$ cat config.mk
export PLATFORM = sky130hd
export DESIGN_NAME = calculate2
export DESIGN_NICKNAME = d
export VERILOG_FILES = /design/src/rtl/calculate2.sv
export SDC_FILE = /design/constraint.sdc
export NUM_CORES = 1
export LEC_CHECK = 0
export CAP_MARGIN = 20
export CORE_MARGIN = 2
export CORE_UTILIZATION = 50
export CTS_BUF_LIST = sky130_fd_sc_hd__clkbuf_8 sky130_fd_sc_hd__clkbuf_16
export DETAILED_ROUTE_END_ITERATION = 10
export PLACE_DENSITY = 0.78
export SYNTH_ARGS = -nofsm -noshare
export SYNTH_HDL_FRONTEND = slang
export SYNTH_SLANG_ARGS = --single-unit
$ cat constraint.sdc
create_clock -name clk -period 17.7 [get_ports clk]
set_input_delay 4.425 -clock clk [delete_from_list [all_inputs] [get_ports clk]]
set_output_delay 4.425 -clock clk [all_outputs]
set_load 0.005 [all_outputs]
$ cat src/rtl/calculate2.sv
// Six-operand arithmetic unit: sum, absolute half-difference, max and max-min range.
// Define CALCULATE2_PIPE_EN to add an input register stage (latency 2 instead of 1).
module calculate2 (
  input  logic       clk,
  input  logic       rst,
  input  logic [5:0] N0,
  input  logic [5:0] N1,
  input  logic [5:0] N2,
  input  logic [5:0] N3,
  input  logic [5:0] N4,
  input  logic [5:0] N5,
  input  logic [1:0] MODE,
  output logic [9:0] OUT_N
);

  typedef enum logic [1:0] {
    OP_SUM     = 2'b00,
    OP_ABSDIFF = 2'b01,
    OP_MAX     = 2'b10,
    OP_RANGE   = 2'b11
  } op_e;

  logic [5:0] op_n [6];
  op_e        op_mode;

`ifdef CALCULATE2_PIPE_EN
  logic [5:0] n_q [6];
  op_e        mode_q;

  always_ff @(posedge clk) begin
    if (rst) begin
      for (int unsigned i = 0; i < 6; i++) n_q[i] <= '0;
      mode_q <= OP_SUM;
    end else begin
      n_q[0] <= N0;
      n_q[1] <= N1;
      n_q[2] <= N2;
      n_q[3] <= N3;
      n_q[4] <= N4;
      n_q[5] <= N5;
      mode_q <= op_e'(MODE);
    end
  end

  always_comb begin
    op_n    = n_q;
    op_mode = mode_q;
  end
`else
  always_comb begin
    op_n[0] = N0;
    op_n[1] = N1;
    op_n[2] = N2;
    op_n[3] = N3;
    op_n[4] = N4;
    op_n[5] = N5;
    op_mode = op_e'(MODE);
  end
`endif

  logic [7:0] sum_lo;
  logic [7:0] sum_hi;
  logic [8:0] sum_all;
  logic [7:0] abs_diff;
  logic [5:0] vmax;
  logic [5:0] vmin;
  logic [9:0] out_d;
  logic [9:0] out_q;

  always_comb begin
    // Partial sums are 8 bits wide so 3*63 fits; the full sum needs 9 bits for 378.
    sum_lo   = {2'b00, op_n[0]} + {2'b00, op_n[1]} + {2'b00, op_n[2]};
    sum_hi   = {2'b00, op_n[3]} + {2'b00, op_n[4]} + {2'b00, op_n[5]};
    sum_all  = {1'b0, sum_lo} + {1'b0, sum_hi};
    abs_diff = (sum_lo >= sum_hi) ? (sum_lo - sum_hi) : (sum_hi - sum_lo);
    vmax     = op_n[0];
    vmin     = op_n[0];
    for (int unsigned i = 1; i < 6; i++) begin
      if (op_n[i] > vmax) vmax = op_n[i];
      if (op_n[i] < vmin) vmin = op_n[i];
    end
    out_d = '0;
    unique case (op_mode)
      OP_SUM:     out_d = {1'b0, sum_all};
      OP_ABSDIFF: out_d = {2'b00, abs_diff};
      OP_MAX:     out_d = {4'b0000, vmax};
      OP_RANGE:   out_d = {4'b0000, 6'(vmax - vmin)};
    endcase
  end

  always_ff @(posedge clk) begin
    if (rst) out_q <= '0;
    else     out_q <= out_d;
  end

  assign OUT_N = out_q;

endmodule

==> results_dict.tcl, run 1 <==
set metrics [dict create \
    finalCriticalPeriod_ps 16310 \
    finalNetCount 806 \
    ctsResizeCount 0 \
    slowest_stage "clkdlybuf4s50_1" \
    min_from "rst" \
    antenna_cells 0 \
    start_util 0.513 \
    holdBufCountCts 0 \
    relSlewSlack 0.390 \
    arrival_ps 16420 \
    seqCellArea_sq_um 180 \
    synthFlopType "dfxtp_1" \
    ys_seq_area_frac 0.0382 \
    fin_cells 779 \
    finalWirelength_um 13300 \
    p_per_area_nw_per_um2 131 \
    hold_path.class "in -> reg" \
    worst-path-max-fanout 13 \
    worstPathRequired_ps 17820 \
    synth_cell_types 78 \
    fin_ws_ps 1390 \
    firstDrtPassIters 5 \
    htreeDepth 1 \
    syn_area_sq_um 4720 \
    async_flop_share 0 \
    largest_register_ffs 9 \
    cts_buffer_depth 2 \
    fin_crit_sh 0.921 \
    avgSynthCellArea_sq_um 7.47 \
    dpl.hpwl_um 11200 \
    via_per_inst 6.25 \
    ioPinCount 50 \
    slew_viol_final 0 \
    critPathCaptureType "flip-flop" \
    vias 4865 \
    port-buffer-count 48 \
    syn_nets 769 \
    antenna_found_initial 0 \
    setup_viol 0 \
    post-place-cells 775 \
    outcome "finished clean" \
    synth_common_cells "ha_1, inv_1, a21oi_1" \
    cts_root_buf "clkbuf_8" \
    cp_slowest_stage_delay_ps 680 \
    critical_path_class "in -> reg" \
    yosysMostFrequentCell "ha_1" \
    finalPower_mw 0.696 \
    drive_above_1_share 0.0539 \
    grt_pass1_wl_um 22100 \
    area_delta_synth_final_pct 12.8 \
    initialDrtViolationCount 239 \
    synth.top_cell.area_share 0.209 \
    multi_input_area_sq_um 4190 \
    cts_setup_buffers 0 \
    start_kind "input port" \
    crit_start "N0[2]" \
    worst-slew-pin-transition_ps 912 \
    rsz0062_at_grt "no" \
    drv_cap 0 \
    synthCells 632 \
    p_leak_nw 2.53 \
    dieArea_sq_um 10200 \
    cts.sinks 9 \
    final.setup.tns_ps 0 \
    core_sq_um 9200 \
    hold_violations 0 \
    ys_ff_latch 9 \
    rows 35 \
    drtAntennaViolNets 0 \
    routabilityCongestion 0.988 \
    die_h_um 101 \
    synth_edf_count 0 \
    globalRouteOverflowTotal 0 \
    drc_errors 0 \
    crit_top_cell "ha_1" \
    grt_pass1_vias 4709 \
    yosysTopAreaCell "ha_1" \
    max_freq_mhz 61.3 \
    grt_max_degree 27 \
    die_x_um 101 \
    cts_buffers 3 \
    num-fill-cells 856 \
    ys_warn_count 0 \
    wl_per_cell_um 17.0 \
    cts_tree "built" \
    hold_depth 2 \
    synthTopCellsByArea "ha_1, fa_1, mux2i_1" \
    path_clk_slew_ps 40 \
    place_ws_ps 1440 \
    ir_drop_mv 0.0632 \
    grt.total_usage 0.264 \
]
final timing paths:
kind                         endpoint  slack, ps
hold / removal    OUT_N[2]$_SDFF_PP0_       5030
setup / recovery  OUT_N[5]$_SDFF_PP0_       1390
power by group:
group | switching (mW) | total [mW] | internal (mW)
Combinational | 0.366 | 0.643 | 0.277
Sequential | 0.00174 | 0.0301 | 0.0284
Clock | 0.00770 | 0.0228 | 0.0151
routing by layer:
metal  share of wire  global-route usage  routed length, um  vias up
met4           0.028              0.0873                372        0
met1            0.44               0.348               5880     2244
met3           0.055             0.00828                731       34
li1                -                   -                  -     2396
met5               0                   0                  0        -
met2            0.47               0.464               6270      191
through the flow:
step | hold WS (ps) | cell area [sq um] | util
6_report | 5030 | 5320 | 0.579
5_1_grt | 5090 | 5320 | 0.579
4_1_cts | 5040 | 5320 | 0.579
3_5_place_dp | 5130 | 5280 | 0.574
3_3_place_gp | 5130 | 5280 | 0.574
2_1_floorplan | 4610 | 4720 | -
critical path, delay by kind of cell:
family,cells,cell delay [ps]
and+or+nand+nor,22,4580
adders and majority gates,6,1640
AOI/OAI and AO/OA,16,3650
muxes,3,1150
buffers and inverters,5,940
cell families (layout without fill, tap and decap cells):
family | Yosys count | in the layout | share of synthesized area
compound gates | 198 | 198 | 0.288
xor+xnor | 17 | 17 | 0.0316
fa+ha+maj | 97 | 97 | 0.286
buf+inv | 92 | 128 | 0.0748
flops | 9 | 9 | 0.0382
mux | 35 | 35 | 0.0761
other cells | 1 | 1 | 0.000795
simple gates | 183 | 183 | 0.205
cell type report:
class	instances	share of cell area
Sequential cell	9	0.0339
Tap cell	111	0.0261
Inverter	74	0.0522
Clock buffer	3	0.00776
Multi-Input combinational cell	531	0.786
Timing Repair Buffer	50	0.0931
Clock inverter	1	0.000705
cell usage in the layout (no fill, tap or decap), types with 13 or more instances in the layout:
cell type / n
ha_1: 79
inv_1: 75
a21oi_1: 51
clkdlybuf4s50_1: 48
nand2_1: 46
nor2_1: 42
o21ai_0: 39
mux2i_1: 28
a21o_1: 19
nand3_1: 18
fa_1: 18
o21bai_1: 13
No activity file was read; power rests on OpenSTA's default activity.
==> inputs of run 2 (changes only) <==
--- a/config.mk
+++ b/config.mk
@@ -11,6 +11,7 @@
 export CTS_BUF_LIST = sky130_fd_sc_hd__clkbuf_8 sky130_fd_sc_hd__clkbuf_16
 export DETAILED_ROUTE_END_ITERATION = 10
 export PLACE_DENSITY = 0.78
+export RECOVER_POWER = 25
 export SYNTH_ARGS = -nofsm -noshare
 export SYNTH_HDL_FRONTEND = slang
 export SYNTH_SLANG_ARGS = --single-unit
==> results_dict.tcl, run 2 (synthesis results as in run 1) <==
set metrics [dict create \
    start_kind "input port" \
    drv_cap 0 \
    core_sq_um 9200 \
    final_util 0.579 \
    p_leak_nw 2.54 \
    start_util 0.513 \
    place_ws_ps 1440 \
    critPathCaptureType "flip-flop" \
    antenna_found_initial 0 \
    dpl.hpwl_um 11200 \
    area_delta_synth_final_pct 12.8 \
    grt_pass1_wl_um 22100 \
    cts_root_buf "clkbuf_8" \
    htreeDepth 1 \
    antenna_cells 0 \
    port-buffer-count 48 \
    hold_depth 2 \
    globalRouteOverflowTotal 0 \
    via_per_inst 6.27 \
    use_met2 0.464 \
    worstPathRequired_ps 17820 \
    finalWirelength_um 13300 \
    initialDrtViolationCount 239 \
    mostFrequentLayoutCells "ha_1, inv_1, a21oi_1" \
    grtUsageMet1 0.348 \
    arrival_ps 16420 \
    die_x_um 101 \
    worst-slew-pin-transition_ps 912 \
    outcome "finished clean" \
    cp_slowest_stage_delay_ps 680 \
    crit_top_cell "ha_1" \
    grt_max_degree 27 \
    vias 4881 \
    cts_setup_buffers 0 \
    worst-path-max-fanout 13 \
    ioPinCount 50 \
    final_common_cell "ha_1" \
    ctsResizeCount 0 \
    finalNetCount 806 \
    die_h_um 101 \
    grt.total_usage 0.264 \
    critical_path_class "in -> reg" \
    slowest_stage "clkdlybuf4s50_1" \
    firstDrtPassIters 5 \
    cts_buffers 3 \
    hold_path.class "in -> reg" \
    grt_pass1_vias 4709 \
    fin_crit_sh 0.921 \
    crit_start "N0[2]" \
    setup_viol 0 \
    relSlewSlack 0.389 \
    top_usage_layer "met2" \
    cts_tree "built" \
    grtUsageMet3 0.00828 \
    fin_ws_ps 1390 \
    drive_above_1_share 0.0539 \
    dieArea_sq_um 10200 \
    cts_buffer_depth 2 \
    hold_end "OUT_N[2]$_SDFF_PP0_" \
    holdWs_ps 5030 \
    wl_per_cell_um 17.0 \
    path_clk_slew_ps 40 \
    slew_viol_final 0 \
    rsz0062_at_grt "no" \
    max_freq_mhz 61.3 \
    drtAntennaViolNets 0 \
    largest_register_ffs 9 \
    ir_drop_mv 0.0633 \
    min_from "rst" \
    final.setup.tns_ps 0 \
    drc_errors 0 \
    hold_violations 0 \
    p_per_area_nw_per_um2 131 \
    finalCriticalPeriod_ps 16310 \
    cts.sinks 9 \
    rows 35 \
    holdBufCountCts 0 \
    routabilityCongestion 0.988 \
]
[run 2: changes by cell type in the layout (fill, tap and decap cells not counted), sizes merged]
cell / before / now
dlygate4sd3: 0 / 4
clkdlybuf4s50: 48 / 44
[run 2: through the flow]
stage | area, sq um | power [mW] | instances
floorplan | 4720 | 0.515 | 632
global placement | 5280 | 0.645 | 775
detailed placement | 5280 | 0.665 | 775
CTS | 5320 | 0.691 | 779
global route | 5320 | 0.774 | 779
finish | 5320 | 0.695 | 779
[run 2: how the worst max path moves through the flow]
stage,to
final,OUT_N[5]$_SDFF_PP0_
after detailed placement,OUT_N[5]$_SDFF_PP0_
after global routing,OUT_N[5]$_SDFF_PP0_
after floorplan,OUT_N[5]$_SDFF_PP0_
after CTS,OUT_N[5]$_SDFF_PP0_
after global placement,OUT_N[5]$_SDFF_PP0_
[run 2: area by class of cell]
class                           instances  area [sq um]
Clock buffer                            3          41.3
Clock inverter                          1          3.75
Fill cell                             856          3870
Inverter                               74           278
Multi-Input combinational cell        531          4190
Sequential cell                         9           180
Tap cell                              111           139
Timing Repair Buffer                   50           495
[run 2: per-layer routing]
metal / vias up / wire (um)
met5: - / 0
met4: 0 / 380
met3: 36 / 759
met2: 205 / 6260
met1: 2244 / 5870
li1: 2396 / -
[run 2: power by group]
group	internal [mW]	leakage [nW]	switching (mW)	total, mW
sequential	0.0283	0.0746	0.00159	0.0299
clock	0.0151	0.0269	0.00770	0.0228
combinational	0.275	2.44	0.367	0.642
[run 2: critical path: cells and delay by family]
kind / cells / cell delay (ps)
simple gates: 22 / 4580
compound gates: 16 / 3650
buf+inv: 5 / 950
fa+ha+maj: 6 / 1640
mux: 3 / 1150
